[src/rtl/iob_pkg.sv]
// iob_pkg: shared widths, FIFO entry layout and limits for the float-core IO bridge.
// Rev 1.0
`default_nettype none

package iob_pkg;

  localparam int DROP_CNT_W   = 8;
  localparam int DROP_CNT_MAX = 255;

  // FIFO entry is {addr, data}; data sits in the low bits.
  localparam int ENT_DATA_LSB = 0;

  function automatic int iob_word_w(input int nbmant, input int nbexpo);
    return nbmant + nbexpo + 1;
  endfunction

  function automatic int iob_addr_w(input int nports);
    return $clog2(nports);
  endfunction

  function automatic int iob_count_w(input int depth);
    return $clog2(depth) + 1;
  endfunction

  function automatic int iob_ent_addr_lsb(input int word_w);
    return word_w;
  endfunction

endpackage

`default_nettype wire

[src/rtl/iob_fifo.sv]
// iob_fifo: first-word fall-through FIFO; a push into a full FIFO without a pop is dropped.
// Rev 1.0
`default_nettype none

module iob_fifo
  import iob_pkg::*;
#(
  parameter int WIDTH = 8,
  parameter int DEPTH = 4,
  localparam int PW   = $clog2(DEPTH),
  localparam int CW   = iob_count_w(DEPTH)
)(
  input  logic             clk,
  input  logic             rst,
  input  logic             i_push,
  input  logic [WIDTH-1:0] i_din,
  input  logic             i_pop,
  output logic [WIDTH-1:0] o_dout,
  output logic             o_full,
  output logic             o_empty,
  output logic [CW-1:0]    o_count,
  output logic             o_drop
);

  logic [WIDTH-1:0] r_mem [DEPTH];
  logic [PW-1:0]    r_wr_ptr;
  logic [PW-1:0]    r_rd_ptr;
  logic [CW-1:0]    r_count;
  logic             w_pop;
  logic             w_push;

  assign o_empty = (r_count == '0);
  assign o_full  = (r_count == CW'(DEPTH));
  assign w_pop   = i_pop & ~o_empty;
  // A pop frees the slot this cycle, so a full FIFO still accepts a simultaneous push.
  assign w_push  = i_push & (~o_full | w_pop);
  assign o_drop  = i_push & o_full & ~w_pop;
  assign o_dout  = r_mem[r_rd_ptr];
  assign o_count = r_count;

  always_ff @(posedge clk or posedge rst) begin
    if (rst) begin
      for (int i = 0; i < DEPTH; i++) r_mem[i] <= '0;
      r_wr_ptr <= '0;
      r_rd_ptr <= '0;
      r_count  <= '0;
    end else begin
      if (w_push) begin
        r_mem[r_wr_ptr] <= i_din;
        r_wr_ptr        <= r_wr_ptr + PW'(1);
      end
      if (w_pop) r_rd_ptr <= r_rd_ptr + PW'(1);
      case ({w_push, w_pop})
        2'b10:   r_count <= r_count + CW'(1);
        2'b01:   r_count <= r_count - CW'(1);
        default: r_count <= r_count;
      endcase
    end
  end

endmodule

`default_nettype wire

[src/rtl/io_bridge_fl.sv]
// io_bridge_fl: float-core IO endpoint - input holding registers and output {addr,data} FIFO.
// Optional IOB_DROP_CNT_EN adds a saturating drop_cnt output.  Rev 1.0
`default_nettype none

module io_bridge_fl
  import iob_pkg::*;
#(
  parameter int NBMANT = 16,
  parameter int NBEXPO = 6,
  parameter int NUIOIN = 8,
  parameter int NUIOOU = 8,
  parameter int FDEPTH = 4,
  localparam int W     = iob_word_w(NBMANT, NBEXPO),
  localparam int AIW   = iob_addr_w(NUIOIN),
  localparam int AOW   = iob_addr_w(NUIOOU),
  localparam int CW    = iob_count_w(FDEPTH),
  localparam int EW    = AOW + W
)(
  input  logic              clk,
  input  logic              rst,
  output logic [W-1:0]      io_in,
  input  logic [AIW-1:0]    addr_in,
  input  logic              req_in,
  input  logic [W-1:0]      data_out,
  input  logic [AOW-1:0]    addr_out,
  input  logic              out_en,
  input  logic              ext_in_wr,
  input  logic [AIW-1:0]    ext_in_addr,
  input  logic [W-1:0]      ext_in_data,
  output logic [NUIOIN-1:0] ext_in_vld,
  output logic              ext_out_valid,
  output logic [AOW-1:0]    ext_out_addr,
  output logic [W-1:0]      ext_out_data,
  input  logic              ext_out_ready,
  output logic [CW-1:0]     fifo_count,
  output logic              ovf,
  input  logic              ovf_clr
`ifdef IOB_DROP_CNT_EN
  ,
  output logic [DROP_CNT_W-1:0] drop_cnt
`endif
);

  logic [W-1:0]      r_hold [NUIOIN];
  logic [NUIOIN-1:0] r_vld;
  logic              r_ovf;
  logic [EW-1:0]     w_head;
  logic              w_empty;
  logic              w_unused_full;
  logic              w_drop;

  assign io_in      = r_hold[addr_in];
  assign ext_in_vld = r_vld;
  assign ovf        = r_ovf;

  // Write is applied after the consume so a same-port collision leaves the port full.
  always_ff @(posedge clk or posedge rst) begin
    if (rst) begin
      for (int i = 0; i < NUIOIN; i++) r_hold[i] <= '0;
      r_vld <= '0;
    end else begin
      if (req_in) r_vld[addr_in] <= 1'b0;
      if (ext_in_wr) begin
        r_hold[ext_in_addr] <= ext_in_data;
        r_vld[ext_in_addr]  <= 1'b1;
      end
    end
  end

  iob_fifo #(
    .WIDTH (EW),
    .DEPTH (FDEPTH)
  ) u_fifo (
    .clk     (clk),
    .rst     (rst),
    .i_push  (out_en),
    .i_din   ({addr_out, data_out}),
    .i_pop   (ext_out_ready),
    .o_dout  (w_head),
    .o_full  (w_unused_full),
    .o_empty (w_empty),
    .o_count (fifo_count),
    .o_drop  (w_drop)
  );

  assign ext_out_valid = ~w_empty;
  assign ext_out_addr  = w_head[iob_ent_addr_lsb(W) +: AOW];
  assign ext_out_data  = w_head[ENT_DATA_LSB +: W];

  always_ff @(posedge clk or posedge rst) begin
    if (rst)           r_ovf <= 1'b0;
    else if (w_drop)   r_ovf <= 1'b1;
    else if (ovf_clr)  r_ovf <= 1'b0;
  end

`ifdef IOB_DROP_CNT_EN
  logic [DROP_CNT_W-1:0] r_drop_cnt;

  assign drop_cnt = r_drop_cnt;

  always_ff @(posedge clk or posedge rst) begin
    if (rst)
      r_drop_cnt <= '0;
    else if (ovf_clr)
      r_drop_cnt <= {{(DROP_CNT_W-1){1'b0}}, w_drop};
    else if (w_drop && r_drop_cnt != DROP_CNT_W'(DROP_CNT_MAX))
      r_drop_cnt <= r_drop_cnt + DROP_CNT_W'(1);
  end
`endif

endmodule

`default_nettype wire
[config.mk]
export PLATFORM = sky130hd
export DESIGN_NAME = io_bridge_fl
export DESIGN_NICKNAME = d
export VERILOG_FILES = /design/src/rtl/iob_pkg.sv /design/src/rtl/iob_fifo.sv /design/src/rtl/io_bridge_fl.sv
export SDC_FILE = /design/constraint.sdc
export NUM_CORES = 1
export LEC_CHECK = 0
export CAP_MARGIN = 0
export CORE_MARGIN = 8
export CORE_UTILIZATION = 52
export DETAILED_ROUTE_END_ITERATION = 10
export PLACE_DENSITY_LB_ADDON = 0.12
export SLEW_MARGIN = 20
export SYNTH_ARGS = -nofsm -noshare
export SYNTH_HDL_FRONTEND = slang
export SYNTH_SLANG_ARGS = --single-unit
[constraint.sdc]
create_clock -name clk -period 9.7 [get_ports clk]
set_input_delay 0.97 -clock clk [delete_from_list [all_inputs] [get_ports clk]]
set_output_delay 0.97 -clock clk [all_outputs]
set_load 0.05 [all_outputs]
==> metrics, run 1 <==
total number of vias=around 7500; Cell variety after synth=33; WP data arrival=between 3 and 4 ns; Fill cells=1832; Clock Tree Buf Depth=3; mean area per synthesized cell=16.4 sq um; Worst-Margin Slew=1.02 ns; Post-Layout Inst Area=16200 sq um; RSZ-0062 raised after global routing=false; Met2 Routed Length=14800 microns; uppermost layer routed=met4; crit path launch type=primary input; met1 WL=12200 microns; flops & latches, synth=304; Post-synth ARST share=1.00; share of cells above drive strength 1=0.486; Seq/Total Area, Yosys=0.563; Critical Path End Type=primary output; root buf cell=clkbuf_16; PwrDens=approximately 320 nW/um^2; LEAKAGE=6.69 nW; Clock Sinks=304; crit path max fanout=51; antenna cells=0; num rows=59; status=complete, no violations; CTS Buf Count=31; dominant cells by area after synthesis=dfrtp_1 (56%), mux2_2 (26%), mux4_2 (12%); Post-synth EDFFs=0; Total Routing Usage GR=0.191; routed length on met3=between 1500 and 2000 microns; WL per Instance=about 23 microns; f_max=about 230 MHz; post-route clock period utilization=0.446; cell count after synthesis=822; initial antenna violation count=0; WP data required=8.73 ns; Core ar.=25800 sq um; total of max-cap violations=0; IO Count=124; port bufs=123; # setup viols final=0; Comb pwr share=0.380; grt ovf=0; overall power=5.13 mW; Post-CTS Resized=0; first-pass GRT wire length=47700 microns; slew margin rel.=0.321; hold crit path type=reg -> reg; setup_tns=0 ns; area leader, netlist=dfrtp_1; CTS tree=built; Post-Syn Area=13500 sq um; part of the power in registers=0.381; syn_nets=slightly below 900; Routed Antenna Nets=0; hold bufs inserted after CTS=0; H-tree levels=1; worst skew pair latency=0.54 ns; post-synth top area share=0.563; final hold vios=0; crit path kind=in -> out; Die Ht=177 microns; DIE AREA=31400 sq um; drt via density=a little under 6; Clock power frac=0.240; hpwl dp=17600 microns; largest net degree at the start of global routing=157; Switching Share=0.343; die width=around 180 microns; vias in the first global route=roughly 8600; GPL Wtd Cong=0.759; Primary FF master, synth=dfrtp_1; Min Clock Period, post-route=4.33 ns; Clock transition at path regs=~0.06 ns; Initial Utilization=0.525; placed cell area=15100 sq um; VDD IR-drop max=between 0.0003 and 0.0004 V; switching power=1.76 mW; Initial DRC Count=433; Slew Viols, Final=0; Setup Buffers After CTS=0; Syn. warnings=0; clock skew=0.0151 ns; Layout area overhead=19.7%; DRT Pass-1 Iters=4; total wire length=29400 microns; Final nets=1009; DRC viols=0; Pint=around 3.4 mW
-- power by group through the flow --
stage          combinational [mW]  sequential [mW]  clock (mW)
3_5_place_dp                 1.97             1.98           0
6_report                     1.95             1.95        1.23
3_3_place_gp                 1.91             1.93           0
5_1_grt                      2.06             2.01        1.32
2_1_floorplan                1.45             1.89           0
4_1_cts                      1.98             1.96        1.26
-- layout by cell type, fill, tap and decap left out, types with 7 or more instances in the layout --
master / instances
mux4_2: 72
buf_4: 16
clkbuf_16: 31
clkinv_2: 10
mux2_2: 312
clkbuf_8: 8
nand2b_1: 9
o21ai_0: 8
dfrtp_1: 303
clkdlybuf4s50_1: 121
inv_1: 7
nand2_1: 14
-- state kept, by name (all words and copies together), names as in the netlist --
| register | count |
|---|---|
| ext_in_vld | 8 |
| ovf | 1 |
| r_hold | 184 |
| u_fifo.o_count | 3 |
| u_fifo.r_mem | 104 |
| u_fifo.r_rd_ptr | 2 |
| u_fifo.r_wr_ptr | 2 |
-- final timing paths --
check                                  startpoint                 to  slack [ns]  cells after the start
min in group asynchronous                     rst                ovf        0.94                      2
worst min-delay path                   r_hold[80]         r_hold[80]        0.50                      1
worst min register to register         r_hold[80]         r_hold[80]        0.50                      1
max in group asynchronous                     rst        r_hold[130]        7.41                      3
worst max-delay path                   addr_in[1]          io_in[20]        5.37                      4
worst max register to register  u_fifo.o_count[0]  u_fifo.o_count[1]        7.58                      7
-- cells by family (layout without fill, tap and decap cells) --
| logic type | after synthesis | in the layout | synth area share |
|---|---|---|---|
| AND/OR/NAND/NOR | 46 | 46 | 0.0215 |
| adder cells (fa/ha/maj) | 5 | 5 | 0.00518 |
| multiplexers | 384 | 384 | 0.380 |
| XOR/XNOR | 5 | 5 | 0.00324 |
| AO/OA/AOI/OAI | 18 | 18 | 0.00842 |
| flip-flops | 304 | 304 | 0.563 |
| buffers and inverters | 60 | 204 | 0.0191 |
-- metrics by stage --
stage | worst slack (ns) | util | hold slack, ns | cells
6_report | 5.37 | 0.628 | 0.500 | 1301
3_3_place_gp | 5.34 | 0.586 | 0.482 | 1244
4_1_cts | 5.31 | 0.628 | 0.502 | 1301
5_1_grt | 5.21 | 0.628 | 0.508 | 1301
3_5_place_dp | 5.31 | 0.586 | 0.488 | 1244
2_1_floorplan | 0.327 | - | 0.474 | 822
-- final cells by class --
class                      count  area (sq um)  area share
inverter                       8          42.5     0.00263
timing repair buffer         139          1360      0.0838
tap                          335           419      0.0259
multi-input combinational    458          5680       0.351
clock buffer                  41           893      0.0552
clock inverter                16           185      0.0114
sequential                   304          7610       0.470
-- metal layers --
layer,track usage,vias to the layer above
met2,0.325,162
met1,0.246,4034
li1,-,3306
met4,0.0483,0
met5,0,-
met3,0.0410,46
-- synthesized netlist by cell type (all sizes together) (4+ instances only) --
master,count
mux2,312
dfrtp,304
mux4,72
buf,29
clkbuf,23
nand2,14
nand2b,9
inv,8
o21ai,8
nor2,7
ha,4
xnor2,4
-- worst max-delay path, cell delays in order --
cell and delay, ns:
buf_4 0.74, mux4_2 0.60, mux2_2 0.31, clkdlybuf4s50_1 0.71
(Power assumes the default switching activity.)
==> run 2, diff against run 1 <==
- CORE_UTILIZATION: 52 -> 56
- clock period: 9.7 -> 4.48 ns (I/O delays scaled with it)
==> run 2 against run 1 <==
- non-clock buffer count grew 6
- combinational power grew 120%
- clock power grew 130%
- final area grew 0.65%
- via count grew 0.78%
- wire length is essentially flat
- sequential cell count is the same
- power grew 120%
- core utilization grew 5.0 points
- sequential share of layout area shrank 0.29 points
- setup slack lost 4.2 ns
- first-iteration DRC count shrank 6.9%
==> metrics, run 2 (same netlist as run 1, synthesis figures left out) <==
Routed Antenna Nets=0 (unchanged); CTS Buf Count=35 (was 31); DRC viols=0 (unchanged); worst reg2reg startpoint=u_fifo.o_count[0] (unchanged); Final Non-Filler Cells=1298 (was 1301); IO Count=124 (unchanged); worst skew pair latency=0.50 ns (was 0.54 ns); hold bufs inserted after CTS=0 (unchanged); most flop-heavy register=r_hold (unchanged); status=complete, no violations (unchanged); crit path launch type=primary input (unchanged); port bufs=123 (unchanged); Clock Tree Buf Depth=3 (unchanged); crit path kind=in -> out (unchanged); DRT Pass-1 Iters=4 (unchanged); clock skew=0.00927 ns (was 0.0151 ns); Initial Utilization=0.562 (was 0.525); switching power=3.81 mW (was 1.76 mW); Worst Setup Slack, final=1.21 ns (was 5.37 ns); post-route clock period utilization=0.730; hold crit path type=in -> async (was reg -> reg); Clock Sinks=304 (unchanged); VDD IR-drop max=0.000597 V (was 0.000368 V); share of cells above drive strength 1=0.486 (about the same); Clock power frac=0.248 (was 0.240); drt via density=5.86 (was 5.80); Core ar.=24000 sq um (was 25800 sq um); die width=171 microns (was 177 microns); Setup Buffers After CTS=0 (unchanged); part of the power in registers=0.377 (was 0.381); Critical Path End Type=primary output (unchanged); Comb pwr share=0.375 (was 0.380); num rows=57 (was 59); LEAKAGE=6.75 nW (was 6.69 nW); Largest register FFs=184 (unchanged); placed cell area=15100 sq um (about the same); Post-CTS Resized=0 (unchanged); most frequent cells in the layout=mux2_2 (312), dfrtp_1 (303), clkdlybuf4s50_1 (121) (unchanged); placed instance count=1239 (was 1244); overall power=11.2 mW (was 5.13 mW); Slew Viols, Final=0 (unchanged); Layout area overhead=20.5% (was 19.7%); FF-to-FF setup slack=2.39 ns (was 7.58 ns); Hold WS=0.382 ns (was 0.500 ns); total wire length=29400 microns (about the same); root buf cell=clkbuf_16 (unchanged); grt ovf=0 (unchanged); # setup viols final=0 (unchanged); vias in the first global route=8758 (was 8550); Fill cells=1629 (was 1832); Min Clock Period, post-route=3.27 ns; WP data arrival=2.82 ns (was 3.36 ns); setup_tns=0 ns (unchanged); commonest non-fill, non-tap cell in the layout=mux2_2 (unchanged); largest net degree at the start of global routing=129 (was 157); hpwl dp=18700 microns (was 17600 microns); Die Ht=171 microns (was 177 microns); final core utilization=0.678 (was 0.628); DP Worst Slack=1.15 ns (was 5.31 ns); f_max=approximately 310 MHz; GPL Wtd Cong=0.747 (was 0.759); Final nets=1019 (was 1009); CTS tree=built (unchanged); slew margin rel.=0.516 (was 0.321); DIE AREA=29400 sq um (was 31400 sq um); Switching Share=0.340 (was 0.343); Clock transition at path regs=0.06 ns (about the same); total number of vias=7607 (was 7548); initial antenna violation count=1 (was 0); final hold vios=0 (unchanged); antenna cells=0 (unchanged); total of max-cap violations=0 (unchanged); PwrDens=689 nW/um^2 (was 317 nW/um^2); Initial DRC Count=403 (was 433); Post-Layout Inst Area=16300 sq um (was 16200 sq um); Worst R2R Path Depth=7 (unchanged); H-tree levels=2 (was 1); crit path max fanout=27 (was 51); WL per Instance=22.6 microns (about the same); first-pass GRT wire length=47700 microns (about the same); Pint=7.41 mW (was 3.37 mW); RSZ-0062 raised after global routing=false (unchanged); R2R Path End=u_fifo.o_count[1] (unchanged); Worst-Margin Slew=0.723 ns (was 1.02 ns); WP data required=4.03 ns (was 8.73 ns); Total Routing Usage GR=0.209 (was 0.191)
run 2: layout make-up:
type                       instances  area, sq um  share of cell area
sequential                       304         7610               0.467
multi-input combinational        458         5680               0.349
timing repair buffer             145         1410              0.0868
clock buffer                      50         1040              0.0641
tap                              324          405              0.0249
clock inverter                     9          101             0.00622
inverter                           8         33.8             0.00207
run 2: per-layer routing:
layer	global-route usage	routed length, microns
met5	0	8
met4	0.0658	620
met3	0.0535	1770
met2	0.361	15200
met1	0.254	11800
run 2: worst max-delay path, cell delays in order:
cell,delay [ns]
buf_4,0.42
buf_4,0.38
mux4_2,0.54
mux2_2,0.29
clkdlybuf4s50_1,0.72
run 2: how the worst max path moves through the flow:
stage,start,end,slack (ns),depth (start not counted)
2_1_floorplan,rst,ext_in_vld[0],-0.01,1
3_3_place_gp,addr_in[1],io_in[2],1.16,5
3_5_place_dp,addr_in[1],io_in[2],1.15,5
4_1_cts,u_fifo.r_rd_ptr[0],ext_out_data[9],1.01,2
5_1_grt,addr_in[1],io_in[3],1.04,5
6_report,addr_in[1],io_in[3],1.21,5
run 2: power by group through the flow:
stage,Sequential (mW),Combinational [mW],Clock (mW)
3_5_place_dp,4.29,4.24,0
5_1_grt,4.37,4.45,2.97
6_report,4.24,4.21,2.78
2_1_floorplan,4.09,3.15,0
3_3_place_gp,4.18,4.14,0
4_1_cts,4.24,4.27,2.86
